<file path="src/rtl/processor.sv">
// processor: small SIMD processor that fetches from a 16-word instruction ROM,
// executes one instruction per cycle on a 16 x 128-bit register file (four
// 32-bit lanes), and accesses a 64 x 32-bit data memory.
//
// Build option: SIMD_VECTOR_MEM_EN enables 4-cycle VLD/VST. Without it,
// VLD/VST execute as 1-cycle NOPs and offset_wire is tied to 0.
//
// Ports:
//   clk                 - clock, all state updates on rising edge
//   reset               - asynchronous active-low reset
//   instruction         - ROM[PC]
//   result              - value written back to the register file this cycle, 0 if none
//   offset_wire         - current vector lane counter (CVL)
//   reg_read_data1_wire - R[rd]
//   reg_read_data2_wire - R[rs]
//   reg_write_data_wire - value R[rd] takes at the next edge (R[rd] if no write)
//   mem_write_data_wire - data word written to memory this cycle, 0 if none
//
// ROM_IMAGE packs the 16 ROM words, word 0 in bits [31:0].
module processor #(
  parameter logic [511:0] ROM_IMAGE = {320'h0,
                                       32'hC000_0400,   // LD  r0,[1]
                                       32'hE000_0400,   // VLD r0,[1]
                                       32'hF000_0400,   // VST [1],r0
                                       32'h1404_0000,   // ADD r0,r1
                                       32'hE040_0000,   // VLD r1,[0]
                                       32'hE000_0400}   // VLD r0,[1]
) (
  input  logic         clk,
  input  logic         reset,
  output logic [31:0]  instruction,
  output logic [127:0] result,
  output logic [1:0]   offset_wire,
  output logic [127:0] reg_read_data1_wire,
  output logic [127:0] reg_read_data2_wire,
  output logic [127:0] reg_write_data_wire,
  output logic [31:0]  mem_write_data_wire
);

  typedef enum logic [1:0] {
    T_REG = 2'b00,
    T_IMM = 2'b01,
    T_NOP = 2'b10,
    T_MEM = 2'b11
  } itype_e;

  typedef enum logic [3:0] {
    OP_AND = 4'b0000,
    OP_EOR = 4'b0001,
    OP_SUB = 4'b0010,
    OP_ADD = 4'b0101,
    OP_ORR = 4'b1100,
    OP_MOV = 4'b1101
  } alu_op_e;

  typedef enum logic [3:0] {
    M_LD  = 4'b0000,
    M_ST  = 4'b0100,
    M_VLD = 4'b1000,
    M_VST = 4'b1100
  } mem_op_e;

  logic [3:0]   pc_q, pc_d;
  logic [1:0]   cvl_q, cvl_d;
  logic [127:0] regs_q [16];
  logic [31:0]  mem_q  [64];

  itype_e       itype;
  logic [3:0]   op, rd, rs;
  logic [7:0]   imm8;
  logic [127:0] opa, opb, alu_out;
  logic         alu_ok;
  logic [5:0]   maddr;
  logic [6:0]   lane_lsb;
  logic         is_nop, is_vec;
  logic         reg_we, mem_we;
  logic [127:0] reg_wdata;
  logic [31:0]  mem_wdata;

  assign instruction = ROM_IMAGE[{pc_q, 5'd0} +: 32];
  assign itype       = itype_e'(instruction[31:30]);
  assign op          = instruction[29:26];
  assign rd          = instruction[25:22];
  assign rs          = instruction[21:18];
  assign imm8        = instruction[17:10];
  assign is_nop      = (instruction == '0);

  assign opa = regs_q[rd];
  assign opb = (itype == T_IMM) ? {4{{24'd0, imm8}}} : regs_q[rs];

  // Lane address and lane bit offset both follow CVL (0 for scalar accesses).
  assign maddr    = imm8[5:0] + {4'd0, cvl_q};
  assign lane_lsb = {cvl_q, 5'd0};

`ifdef SIMD_VECTOR_MEM_EN
  assign is_vec      = (itype == T_MEM) && ((op == M_VLD) || (op == M_VST));
  assign offset_wire = cvl_q;
`else
  assign is_vec      = 1'b0;
  assign offset_wire = 2'b00;
`endif

  always_comb begin
    alu_ok  = 1'b1;
    alu_out = '0;
    for (int unsigned l = 0; l < 4; l++) begin
      case (op)
        OP_ADD:  alu_out[l*32 +: 32] = opa[l*32 +: 32] + opb[l*32 +: 32];
        OP_SUB:  alu_out[l*32 +: 32] = opa[l*32 +: 32] - opb[l*32 +: 32];
        OP_AND:  alu_out[l*32 +: 32] = opa[l*32 +: 32] & opb[l*32 +: 32];
        OP_ORR:  alu_out[l*32 +: 32] = opa[l*32 +: 32] | opb[l*32 +: 32];
        OP_EOR:  alu_out[l*32 +: 32] = opa[l*32 +: 32] ^ opb[l*32 +: 32];
        OP_MOV:  alu_out[l*32 +: 32] = opb[l*32 +: 32];
        default: alu_ok = 1'b0;
      endcase
    end
  end

  always_comb begin
    reg_we    = 1'b0;
    reg_wdata = opa;
    mem_we    = 1'b0;
    mem_wdata = '0;
    case (itype)
      T_REG, T_IMM: begin
        if (!is_nop && alu_ok) begin
          reg_we    = 1'b1;
          reg_wdata = alu_out;
        end
      end
      T_MEM: begin
        case (op)
          M_LD: begin
            reg_we    = 1'b1;
            reg_wdata = {96'd0, mem_q[maddr]};
          end
          M_ST: begin
            mem_we    = 1'b1;
            mem_wdata = opa[31:0];
          end
          M_VLD: begin
            if (is_vec) begin
              reg_we                  = 1'b1;
              reg_wdata[lane_lsb +: 32] = mem_q[maddr];
            end
          end
          M_VST: begin
            if (is_vec) begin
              mem_we    = 1'b1;
              mem_wdata = opa[lane_lsb +: 32];
            end
          end
          default: ;
        endcase
      end
      default: ;
    endcase
  end

  // Vector ops hold PC until the last lane; CVL wraps 3 -> 0 on its own.
  always_comb begin
    pc_d  = pc_q + 4'd1;
    cvl_d = '0;
    if (is_vec) begin
      cvl_d = cvl_q + 2'd1;
      if (cvl_q != 2'd3) pc_d = pc_q;
    end
  end

  assign reg_read_data1_wire = opa;
  assign reg_read_data2_wire = regs_q[rs];
  assign reg_write_data_wire = reg_wdata;
  // Gated by reset so nothing looks like a write while reset is held.
  assign result              = (reset && reg_we) ? reg_wdata : '0;
  assign mem_write_data_wire = (reset && mem_we) ? mem_wdata : '0;

  always_ff @(posedge clk or negedge reset) begin
    if (!reset) begin
      pc_q  <= '0;
      cvl_q <= '0;
      for (int unsigned i = 0; i < 16; i++) regs_q[i[3:0]] <= '0;
      for (int unsigned i = 0; i < 64; i++) mem_q[i[5:0]] <= i;
    end else begin
      pc_q  <= pc_d;
      cvl_q <= cvl_d;
      if (reg_we) regs_q[rd] <= reg_wdata;
      if (mem_we) mem_q[maddr] <= mem_wdata;
    end
  end

endmodule

</file>
<file path="config.mk">
export PLATFORM = sky130hd
export DESIGN_NAME = processor
export DESIGN_NICKNAME = d
export VERILOG_FILES = /design/src/rtl/processor.sv
export SDC_FILE = /design/constraint.sdc
export NUM_CORES = 2
export LEC_CHECK = 0
export BUFFER_PORTS_ARGS = -buffer_cell sky130_fd_sc_hd__clkbuf_2
export CAP_MARGIN = 20
export CELL_PAD_IN_SITES_DETAIL_PLACEMENT = 0
export CELL_PAD_IN_SITES_GLOBAL_PLACEMENT = 1
export CORE_UTILIZATION = 28
export DETAILED_ROUTE_END_ITERATION = 10
export PLACE_DENSITY = 0.61
export SYNTH_ARGS = -nofsm -noshare
export SYNTH_HDL_FRONTEND = slang
export SYNTH_SLANG_ARGS = --single-unit
export TNS_END_PERCENT = 50
</file>
<file path="constraint.sdc">
create_clock -name clk -period 12 [get_ports clk]
set_input_delay 1.2 -clock clk [delete_from_list [all_inputs] [get_ports clk]]
set_output_delay 1.2 -clock clk [all_outputs]
set_load 0.02 [all_outputs]
</file>
==> out/qor.log <==
qor: sta.final-setup-viol-count 0
qor: pwr.p_switching 0.000654 W
qor: pwr.power.share.clock 57.9%
qor: logic_synthesis.synth_edf_count 0
qor: logic_synthesis.synth_top_area_share 24.2%
qor: die.fp.coreArea 0.118 mm2
qor: pwr.pwr-share-comb 1.3%
qor: hold_path.hold_path_depth 2
qor: cts.insertion_delay 650 ps
qor: placement.place_congestion 0.926
qor: drt.drc 0
qor: cts.cts.path.max_buffers 3
qor: worst_setup_path.worst-path-stages 25
qor: worst_setup_path.timing.reg2reg.worst_path_depth 24
qor: worst_setup_path.critical_path_required 10800 ps
qor: sta.max_clock_freq 104 MHz
qor: die.die-height 348 um
qor: drt.route.vias.total 33600
qor: global_routing.grt_max_degree 86
qor: die.start_util 28.3%
qor: die.pin_count 580
qor: logic_synthesis.post_synth.cell_area_avg 7.72 um2
qor: logic_synthesis.ys.flop_type sky130_fd_sc_hd__dfrtp_1
qor: drt.wire_per_inst 24.4 um
qor: logic_synthesis.synth_warnings 0
qor: logic_synthesis.sequential_element_share_of_the_synthesized_area 24.2%
qor: cts.cts_buffers 48
qor: global_routing.grt.overflow.total 0
qor: global_routing.first_global_vias 32700
qor: global_routing.antenna_found_initial 5
qor: sta.period_minus_slack 9590 ps
qor: global_routing.grt_use_total 24.8%
qor: cts.post_cts_repair_resize_count 0
qor: sta.measured_slew_at_the_worst_slew_check_pin 1220 ps
qor: logic_synthesis.synth_top_area_cell sky130_fd_sc_hd__dfrtp_1
qor: worst_setup_path.endpoint_kind output port
qor: hold_path.min-delay-path-class reg2reg
qor: pwr.power.share.switching 24.4%
qor: drt.detail_route.first_pass.iterations 5
qor: outcome.outcome completed
qor: cts.cts-root-buf sky130_fd_sc_hd__clkbuf_16
qor: placement.dp_hpwl 110000 um
qor: pwr.power.density 68.0 mW/mm2
qor: worst_setup_path.timing.critical_path.fanout_max 29
qor: placement.dpl_worst_slack 3180 ps
qor: pwr.total_leakage_power 21.3 nW
qor: final_layout.areaGrowthSynthToFinish 17.8%
qor: die.die_width 348 um
qor: logic_synthesis.asyncSetResetFlopFracSynth 100%
qor: sta.grt_setup_unrepaired no
qor: pwr.totalPowerFinal 0.00268 W
qor: final_layout.nNetsFinal 5127
qor: worst_setup_path.crit_slowest_cell sky130_fd_sc_hd__mux2i_1
qor: placement.buffers_on_ports 553
qor: cts.clock_sinks 324
qor: drt.wl 155000 um
qor: die.row_count 126
qor: sta.finalClockSkew 35.9 ps
qor: final_layout.mostFrequentLayoutCells sky130_fd_sc_hd__nand2_1, sky130_fd_sc_hd__clkbuf_2, sky130_fd_sc_hd__nor2_1, sky130_fd_sc_hd__ha_1, sky130_fd_sc_hd__inv_1
qor: final_layout.finalCoreUtilization 33.3%
qor: logic_synthesis.synth_area 0.0335 mm2
qor: cts.cts_tree yes
qor: logic_synthesis.post_synth_num_cell_types 95
qor: final_layout.drive_above_1_share 16.4%
qor: sta.setup_tns 0 ps
qor: worst_setup_path.worst_path_dominant_cell_family compound AO/OA/AOI/OAI gates
qor: logic_synthesis.synthTopCellsByArea sky130_fd_sc_hd__dfrtp_1, sky130_fd_sc_hd__ha_1, sky130_fd_sc_hd__mux2i_1
qor: worst_setup_path.critical_path_class reg2out
qor: drt.ant_nets 0
qor: die.floorplan.die_area 0.121 mm2
qor: drt.drtIter0Drc 2715
qor: cts.postCtsSetupRepairBufs 0
qor: cts.ctsHoldBuffers 0
qor: sta.finalMaxSlewViolations 0
qor: drt.drt-vias-per-instance 5.31
qor: worst_setup_path.critical_path.startpoint_type flop
qor: sta.post-route-worst-setup-slack 2410 ps
qor: cts.worst_setup_hold_path_clk_slew 60 ps
qor: pwr.ir_drop 0.110 mV
qor: worst_setup_path.critical_path_arrival 8390 ps
qor: sta.finalCritPeriodShare 79.9%
qor: logic_synthesis.syn_inst 4334
qor: final_layout.mostFrequentLayoutCell sky130_fd_sc_hd__nand2_1
qor: sta.finalHoldViolations 0
qor: run.maxCapViolCount 0
qor: cts.clock_tree.htree_level_count 2
qor: worst_setup_path.crit_path_max_incr_delay 680 ps
qor: pwr.p_int 0.00203 W
qor: worst_setup_path.ff2ff_setup_slack 4440 ps
qor: worst_setup_path.cp_buf_inv_count 4
qor: sta.slew-limit-headroom 18.5%
qor: global_routing.grt_pass1_wl 225000 um
qor: logic_synthesis.yosys_register_bits 324
qor: pwr.seq_power_share 40.8%
==> per-stage QoR <==
step	area [um2]	instances	hold slack [ps]
after floorplan	33500	4359	467
after global placement	37700	6234	480
after detailed placement	37700	6236	492
after CTS	39400	6326	504
after global routing	39400	6326	528
final	39400	6329	500
==> kinds of logic after synthesis <==
| logic type | share of synthesized area (%) |
|---|---|
| adders and majority gates | 14.1 |
| AOI/OAI and AO/OA | 22.5 |
| other | 0.0112 |
| xor gates and xnor gates | 5.69 |
| DFF | 24.2 |
| buffers and inverters | 7.64 |
| and+or+nand+nor | 17.1 |
| muxes | 8.70 |
==> worst register-to-register path: stages, from the launching register on <==
cell and delay (ps):
sky130_fd_sc_hd__dfrtp_1 530, sky130_fd_sc_hd__inv_1 240, sky130_fd_sc_hd__ha_1 380, sky130_fd_sc_hd__or3b_4 320
sky130_fd_sc_hd__buf_4 480, sky130_fd_sc_hd__buf_4 620, sky130_fd_sc_hd__mux2i_1 700, sky130_fd_sc_hd__and2_1 360
sky130_fd_sc_hd__nand2b_1 180, sky130_fd_sc_hd__nor2_1 200, sky130_fd_sc_hd__nand2_1 120, sky130_fd_sc_hd__nor2_2 200
sky130_fd_sc_hd__nand2_1 100, sky130_fd_sc_hd__xnor2_1 150, sky130_fd_sc_hd__ha_1 440, sky130_fd_sc_hd__a21oi_1 310
sky130_fd_sc_hd__o221ai_1 200, sky130_fd_sc_hd__a311o_1 400, sky130_fd_sc_hd__nand3_1 90, sky130_fd_sc_hd__o21ai_1 130
sky130_fd_sc_hd__a31o_2 350, sky130_fd_sc_hd__a41oi_1 280, sky130_fd_sc_hd__xnor2_1 130, sky130_fd_sc_hd__a21oi_2 370
sky130_fd_sc_hd__o21ai_1 120
==> layer usage <==
layer | up-vias | global-route usage (%) | wire length, um
met5 | - | 0 | 0
met4 | 0 | 7.52 | 4380
met3 | 182 | 3.47 | 8340
met2 | 1018 | 41.5 | 72300
met1 | 16500 | 32.7 | 69600
li1 | 15900 | - | -
==> state kept, by name, summed over array words and instances, names as in the netlist <==
register,count
mem_q,64
regs_q,256
pc_q,4
==> power groups by stage <==
| stage | sequential, W | combinational, W | clock, W |
|---|---|---|---|
| 6_report | 0.00109 | 0.0000361 | 0.00155 |
| 5_1_grt | 0.00109 | 0.0000412 | 0.00163 |
| 4_1_cts | 0.00109 | 0.0000380 | 0.00159 |
| 3_5_place_dp | 0.00111 | 0.0000379 | 0 |
| 3_3_place_gp | 0.00111 | 0.0000368 | 0 |
| 2_1_floorplan | 0.00111 | 0.0000146 | 0 |
==> area by class of cell <==
cell class                      instances  area (um2)
Tap cell                             1536        1920
Sequential cell                       324        8110
Fill cell                           12900       78800
Clock buffer                           64        1360
Clock inverter                         26         323
Antenna cell                            3        7.51
Timing Repair Buffer                  618        3290
Inverter                              349        1330
Multi-Input combinational cell       3409       23100
==> Yosys cell counts, types with 84 or more instances <==
cell type	n
sky130_fd_sc_hd__nand2_1	574
sky130_fd_sc_hd__dfrtp_1	323
sky130_fd_sc_hd__inv_1	341
sky130_fd_sc_hd__o221ai_1	109
sky130_fd_sc_hd__a21oi_1	334
sky130_fd_sc_hd__clkbuf_1	178
sky130_fd_sc_hd__o21ai_0	327
sky130_fd_sc_hd__nor3_1	84
sky130_fd_sc_hd__ha_1	371
sky130_fd_sc_hd__mux2i_1	269
sky130_fd_sc_hd__xnor2_1	173
sky130_fd_sc_hd__nor2_1	395
==> final timing paths <==
check | end | from
min in group asynchronous | regs_q[2046] | reset
max in group asynchronous | regs_q[1867] | reset
worst min register to register | regs_q[1981] | regs_q[1981]
worst max register to register | regs_q[2047] | pc_q[0]
worst max-delay path | result[121] | pc_q[0]
worst min-delay path | regs_q[1981] | regs_q[1981]
No activity file was read; power rests on OpenSTA's default activity.
